--- src/rtl/conv_pkg.sv ---
// Shared definitions for the 3x3 convolution MAC: datapath widths, FSM
// state encoding and the arithmetic helpers used by the pipeline.
package conv_pkg;

    localparam int PIX_W  = 8;
    localparam int COEF_W = 8;
    localparam int PROD_W = 17;
    localparam int ACC_W  = 21;
    localparam int TAPS   = 9;

    localparam logic signed [ACC_W-1:0] SAT_MAX = ACC_W'(255);

    typedef enum logic [2:0] {
        sIDLE  = 3'b001,
        sRUN   = 3'b010,
        sDRAIN = 3'b100
    } state_t;

    // Unsigned pixel times signed coefficient; the 17-bit result cannot overflow.
    function automatic logic signed [PROD_W-1:0] pix_mul(
        input logic        [PIX_W-1:0]  pix,
        input logic signed [COEF_W-1:0] coef
    );
        logic signed [PROD_W-1:0] a;
        logic signed [PROD_W-1:0] b;
        a = {{(PROD_W-PIX_W){1'b0}}, pix};
        b = {{(PROD_W-COEF_W){coef[COEF_W-1]}}, coef};
        return a * b;
    endfunction

    // Clamp a signed sum into the 0..255 pixel range.
    function automatic logic signed [ACC_W-1:0] clamp_u8(input logic signed [ACC_W-1:0] v);
        if (v[ACC_W-1])
            return '0;
        else if (v > SAT_MAX)
            return SAT_MAX;
        else
            return v;
    endfunction

endpackage

--- src/rtl/conv_line_buffer.sv ---
// Pixel shift store of 2N+3 taps with the 3x3 window picked out of it.
// Window byte 8 (bits [71:64]) is the oldest tap (top-left), byte 0 the newest.
module conv_line_buffer
    import conv_pkg::*;
#(
    parameter int N = 32
) (
    input  logic                    clk,
    input  logic                    rst,
    input  logic                    clear,
    input  logic                    shift,
    input  logic [PIX_W-1:0]        data_in,
    output logic [TAPS*PIX_W-1:0]   window
);

    localparam int DEPTH = 2*N + 3;

    logic [PIX_W-1:0] taps_reg [DEPTH];

    // Shift a new pixel into tap 0; clearing wins over shifting.
    always_ff @(posedge clk) begin
        if (rst || clear) begin
            for (int i = 0; i < DEPTH; i++)
                taps_reg[i] <= '0;
        end else if (shift) begin
            taps_reg[0] <= data_in;
            for (int i = 1; i < DEPTH; i++)
                taps_reg[i] <= taps_reg[i-1];
        end
    end

    // Row gi / column gj of the window sits N taps per row and 1 tap per column back.
    generate
        for (genvar gi = 0; gi < 3; gi++) begin : g_row
            for (genvar gj = 0; gj < 3; gj++) begin : g_col
                assign window[(TAPS-1-(gi*3+gj))*PIX_W +: PIX_W] = taps_reg[(2-gi)*N + (2-gj)];
            end
        end
    endgenerate

endmodule

--- src/rtl/conv_window_mac.sv ---
// 3x3 convolution MAC: two-stage pipeline (products, then sum), frame FSM
// and issue counter. Define CONV_SATURATE_EN to clamp results to 0..255;
// by default the raw signed 21-bit sum is presented.
module conv_window_mac
    import conv_pkg::*;
#(
    parameter int N = 32
) (
    input  logic                        clk,
    input  logic                        rst,
    input  logic [PIX_W-1:0]            data_in,
    input  logic                        data_write,
    input  logic                        enable,
    input  logic [TAPS*COEF_W-1:0]      filter,
    output logic signed [ACC_W-1:0]     pixel_out,
    output logic                        out_valid,
    output logic                        frame_done
);

    localparam int TOTAL = (N-2)*(N-2);
    localparam int CNT_W = $clog2(TOTAL + 1);
    localparam logic [CNT_W-1:0] LAST_CNT = CNT_W'(TOTAL - 1);

    state_t state_reg, state_next;
    logic [CNT_W-1:0] issue_cnt_reg;
    logic issue, last_issue, store_clear, store_shift;

    logic [TAPS*PIX_W-1:0] window;
    logic signed [PROD_W-1:0] prod_next [TAPS];
    logic signed [PROD_W-1:0] prod_reg  [TAPS];
    logic valid1_reg, last1_reg, valid2_reg, last2_reg;
    logic signed [ACC_W-1:0] sum_next, result_next, acc_reg;

    conv_line_buffer #(.N(N)) u_line_buffer (
        .clk     (clk),
        .rst     (rst),
        .clear   (store_clear),
        .shift   (store_shift),
        .data_in (data_in),
        .window  (window)
    );

    // Frame state register.
    always_ff @(posedge clk) begin
        if (rst)
            state_reg <= sIDLE;
        else
            state_reg <= state_next;
    end

    // Next state plus shift/issue/clear strobes; enable only counts in sRUN.
    always_comb begin
        state_next  = state_reg;
        issue       = 1'b0;
        last_issue  = 1'b0;
        store_clear = 1'b0;
        store_shift = 1'b0;
        case (state_reg)
            sIDLE: begin
                store_shift = data_write;
                if (data_write)
                    state_next = sRUN;
            end
            sRUN: begin
                store_shift = data_write;
                issue       = enable;
                if (enable && (issue_cnt_reg == LAST_CNT)) begin
                    last_issue = 1'b1;
                    state_next = sDRAIN;
                end
            end
            sDRAIN: begin
                if (!valid1_reg && !valid2_reg) begin
                    store_clear = 1'b1;
                    state_next  = sIDLE;
                end
            end
            default: begin
                store_clear = 1'b1;
                state_next  = sIDLE;
            end
        endcase
    end

    // Issued-window counter, cleared when the frame returns to idle.
    always_ff @(posedge clk) begin
        if (rst || store_clear)
            issue_cnt_reg <= '0;
        else if (issue)
            issue_cnt_reg <= issue_cnt_reg + CNT_W'(1);
    end

    // One multiplier per window position, coefficient c0 in the top byte.
    generate
        for (genvar gi = 0; gi < TAPS; gi++) begin : g_mul
            assign prod_next[gi] = pix_mul(window[(TAPS-1-gi)*PIX_W +: PIX_W],
                                           filter[(TAPS-1-gi)*COEF_W +: COEF_W]);
        end
    endgenerate

    // Stage 1: capture the nine products of the pre-shift window.
    always_ff @(posedge clk) begin
        if (rst) begin
            valid1_reg <= 1'b0;
            last1_reg  <= 1'b0;
            for (int i = 0; i < TAPS; i++)
                prod_reg[i] <= '0;
        end else begin
            valid1_reg <= issue;
            last1_reg  <= last_issue;
            if (issue) begin
                for (int i = 0; i < TAPS; i++)
                    prod_reg[i] <= prod_next[i];
            end
        end
    end

    // Adder tree over the registered products, optionally clamped.
    always_comb begin
        sum_next = '0;
        for (int i = 0; i < TAPS; i++)
            sum_next = sum_next + ACC_W'(prod_reg[i]);
`ifdef CONV_SATURATE_EN
        result_next = clamp_u8(sum_next);
`else
        result_next = sum_next;
`endif
    end

    // Stage 2: register the result; it holds while no new result arrives.
    always_ff @(posedge clk) begin
        if (rst) begin
            valid2_reg <= 1'b0;
            last2_reg  <= 1'b0;
            acc_reg    <= '0;
        end else begin
            valid2_reg <= valid1_reg;
            last2_reg  <= last1_reg;
            if (valid1_reg)
                acc_reg <= result_next;
        end
    end

    // Outputs read as zero for the whole reset cycle, not just after the edge.
    assign pixel_out  = rst ? '0 : acc_reg;
    assign out_valid  = valid2_reg & ~rst;
    assign frame_done = last2_reg & ~rst;

endmodule

--- config.mk ---
export PLATFORM = sky130hd
export DESIGN_NAME = conv_window_mac
export DESIGN_NICKNAME = d
export VERILOG_FILES = /design/src/rtl/conv_pkg.sv /design/src/rtl/conv_line_buffer.sv /design/src/rtl/conv_window_mac.sv
export SDC_FILE = /design/constraint.sdc
export NUM_CORES = 2
export LEC_CHECK = 0
export BUFFER_PORTS_ARGS = -buffer_cell sky130_fd_sc_hd__buf_2
export CORE_MARGIN = 3
export CORE_UTILIZATION = 55
export CTS_CLUSTER_DIAMETER = 40
export DETAILED_ROUTE_END_ITERATION = 16
export GPL_ROUTABILITY_DRIVEN = 0
export MAX_ROUTING_LAYER = met4
export PLACE_DENSITY = 0.71
export SETUP_SLACK_MARGIN = 0.5
export SYNTH_ARGS = -nofsm -noshare
export SYNTH_HDL_FRONTEND = slang
export SYNTH_HIERARCHICAL = 1
export SYNTH_SLANG_ARGS = --single-unit
--- constraint.sdc ---
create_clock -name clk -period 21.4 [get_ports clk]
set_clock_uncertainty 0.1 [all_clocks]
set_input_delay 3.21 -clock clk [delete_from_list [all_inputs] [get_ports clk]]
set_output_delay 3.21 -clock clk [all_outputs]
set_load 0.02 [all_outputs]
==> key figures <==
Drt
  – Drt first pass iters: 5
  – Via count: 32850
  – Drt total wl: 109.9 mm
  – Final ANT Viol Nets: 0
  – # DRC: 0
  – Routed WL per cell: 18.83 um
  – Number of DRC markers in iteration 0: 2267
  – DR vias/cell: 5.627

Synth
  – Synthesized area per cell: 12.07 sq um
  – EDFF count, synth: 689
  – Post-synthesis instance total: 4521
  – Multiplexer share of the synthesized area: 0.4793%
  – Top FF cell, synth: edfxtp_1
  – Main combinational cell family by area after synthesis: adder cells
  – XOR/XNOR share of the synthesized area: 1.156%
  – Synth warn: 6
  – Yosys reg bits: 727
  – Synth cell types: 69
  – Synth async-reset ratio: 0%
  – Complex-gate fraction of the synthesized area: 3.858%
  – Sequential area share after synthesis: 39.32%
  – Post-synthesis adder-cell area fraction: 26.08%
  – Cell Area, Synth: 0.05456 sq mm
  – Simple-gate share of the synthesized area: 21.29%
  – Synthesized Nets: 5469

Clock network
  – TritonCTS clock tree: built
  – H-Tree Level Count: 3
  – # hold bufs at CTS: 0
  – Clock latency on the worst-skew pair: 0.68 ns
  – CTS Buffer Depth: 3
  – CTS Root Cell: clkbuf_16
  – TritonCTS Buffers: 101
  – Num Clock Sinks: 727
  – Post-CTS Setup Repair Bufs: 0
  – Post-CTS Resized: 0
  – Clock slew at reported path FFs: 0.06 ns

STA
  – Fin. max-slew vios: 0
  – Final Hold Viols: 0
  – Rel. slew slack: 10.94%
  – Final-report setup violation count: 0
  – Period utilization: 38.27%
  – Fmax: 0.1221 GHz
  – Post-route setup TNS: 0 ns
  – Period minus WS final: 8.190 ns
  – RSZ-0062 raised after global routing: false
  – Hold Slack: 0.3419 ns
  – Least-Margin Pin Slew: 1.336 ns

Global routing
  – Vias in the first global route: 33640
  – Initial antenna violation count: 21
  – Largest net degree at the start of global routing: 305
  – GRT overflow: 0
  – First-pass GRT wire length: 180.7 mm
  – GR Util All Layers: 22.49%

Critical path
  – CP top delay family: buffers and inverters
  – Required @ worst endpoint: 18.09 ns
  – Worst path max stage delay: 0.77 ns
  – CP arrival: 4.88 ns
  – CP Depth: 4
  – CP startpoint kind: input pin
  – Maximum fanout along the worst path: 118
  – Worst-path cell chain: buf_8, buf_4, nor2b_1, buf_2
  – Crit path buf inv count: 3
  – Crit path max-delay cell type: buf_4
  – Worst Reg-to-Reg Cells: 8
  – Crit. End Element: output port
  – Setup CP Type: in2out

Final layout
  – Area delta synth->final: 7.880%
  – Final instance area: 0.05886 sq mm
  – Final Util: 60.32%
  – Most frequent cells in the layout: inv_1 (712), edfxtp_1 (689), fa_1 (455), ha_1 (409), and4bb_2 (405)
  – Number of flip-flops in the largest register: 536
  – Layout cells sized above 1: 15.93%
  – Cell Count, Final, Fillers Out: 5837
  – Fill cell count: 7818
  – Nets@finish: 5413
  – Most common cell after layout, fill and taps aside: inv_1

Place
  – I/O Buffers: 106
  – HPWL after detailed placement: 74.52 mm
  – Placed Area: 0.05534 sq mm
  – Cell total after placement: 5638

Floorplan
  – Starting Density: 55.92%
  – Core box area: 0.09756 sq mm
  – DIE AREA: 0.1030 sq mm
  – DIE WIDTH: 321.0 um
  – Vert. Die Dim: 321.0 um
  – # rows: 114
  – I/O pin cnt: 107

Power and ir drop
  – Max IR drop VDD: 0.07273 mV
  – P per Cell Area: 99.20 mW/mm^2
  – Leakage: 0.02602 uW

Status
  – Status: finished, final reports clean

Hold path
  – Hold Crit Depth: 1
  – Hold Crit Class: reg2reg

Flow run
  – Number of max-cap violations: 0
-- power breakdown --
group	internal, uW	switching, uW
registers	1740	96.1
clock network	1020	666
logic	949	1360
-- layout make-up --
type	instances	area [sq um]	share of cell area [%]
Sequential cell	727	21450	36.45
Clock buffer	111	2608	4.430
Tap cell	1276	1597	2.713
Clock inverter	79	882.1	1.499
Inverter	714	2680	4.554
Antenna cell	9	22.52	0.03827
Multi-Input combinational cell	2794	28870	49.05
Timing Repair Buffer	127	748.2	1.271
-- layer usage --
| layer | track usage, % | wire, um | up-vias |
|---|---|---|---|
| met5 | - | 0 | - |
| met4 | 5.861 | 2819 | 0 |
| met3 | 4.084 | 5362 | 200 |
| met2 | 35.11 | 51570 | 652 |
| met1 | 30.62 | 50160 | 16550 |
| li1 | - | - | 15450 |
-- cell families after synthesis --
| kind of cell | Yosys count |
|---|---|
| AND/OR/NAND/NOR | 1521 |
| buffers and inverters | 1000 |
| flip-flops | 727 |
| XOR/XNOR | 72 |
| multiplexers | 26 |
| AO/OA/AOI/OAI | 311 |
| adder cells (fa/ha/maj) | 864 |
-- stage by stage --
step / setup slack [ns] / total power, uW
finish: 13.21 / 5839
global route: 13.03 / 6281
CTS: 13.13 / 5885
detailed placement: 13.14 / 4155
global placement: 13.17 / 4113
floorplan: 5.119 / 3667
-- synthesized netlist by cell type, drive strengths merged, types with 2 or more instances --
cell,number,area share (%)
and4bb,469,11
or2,5,0.057
nand2b,63,0.72
o22ai,5,0.080
mux2i,25,0.46
nor3b,17,0.23
nor2,152,1.0
o31a,14,0.22
buf,147,1.9
nor4bb,60,1.1
clkbuf,139,0.98
a211oi,25,0.34
a311oi,5,0.092
o31ai,4,0.064
inv,713,4.9
or4,4,0.055
o211ai,13,0.18
and3,15,0.17
o21bai,7,0.096
o41ai,4,0.12
a31o,2,0.032
nand4,9,0.10
or3,5,0.057
o21ai,61,0.56
and2,330,3.8
a2bb2oi,3,0.048
a41oi,4,0.064
xor2,40,0.64
nor4,13,0.15
nand2,259,1.8
and4,2,0.032
a21oi,69,0.65
a31oi,12,0.14
ha,409,9.4
nor2b,49,0.58
nand3,11,0.10
a21boi,8,0.11
fa,455,17
dfxtp,38,1.4
nand3b,2,0.028
nor3,53,0.49
a21o,34,0.47
edfxtp,689,38
xnor2,32,0.51
o21a,34,0.47
-- path summary, 6_finish.rpt --
kind	endpoint	from	slack (ns)
max	pixel_out[9]	rst	13.21
min	last2_reg$_SDFF_PP0_	last1_reg$_SDFF_PP0_	0.34
max reg2reg	u_line_buffer/taps_reg[0][505]$_SDFFCE_PN0P_	valid1_reg$_SDFF_PP0_	16.21
min reg2reg	last2_reg$_SDFF_PP0_	last1_reg$_SDFF_PP0_	0.34
No activity file was read; power rests on OpenSTA's default activity.
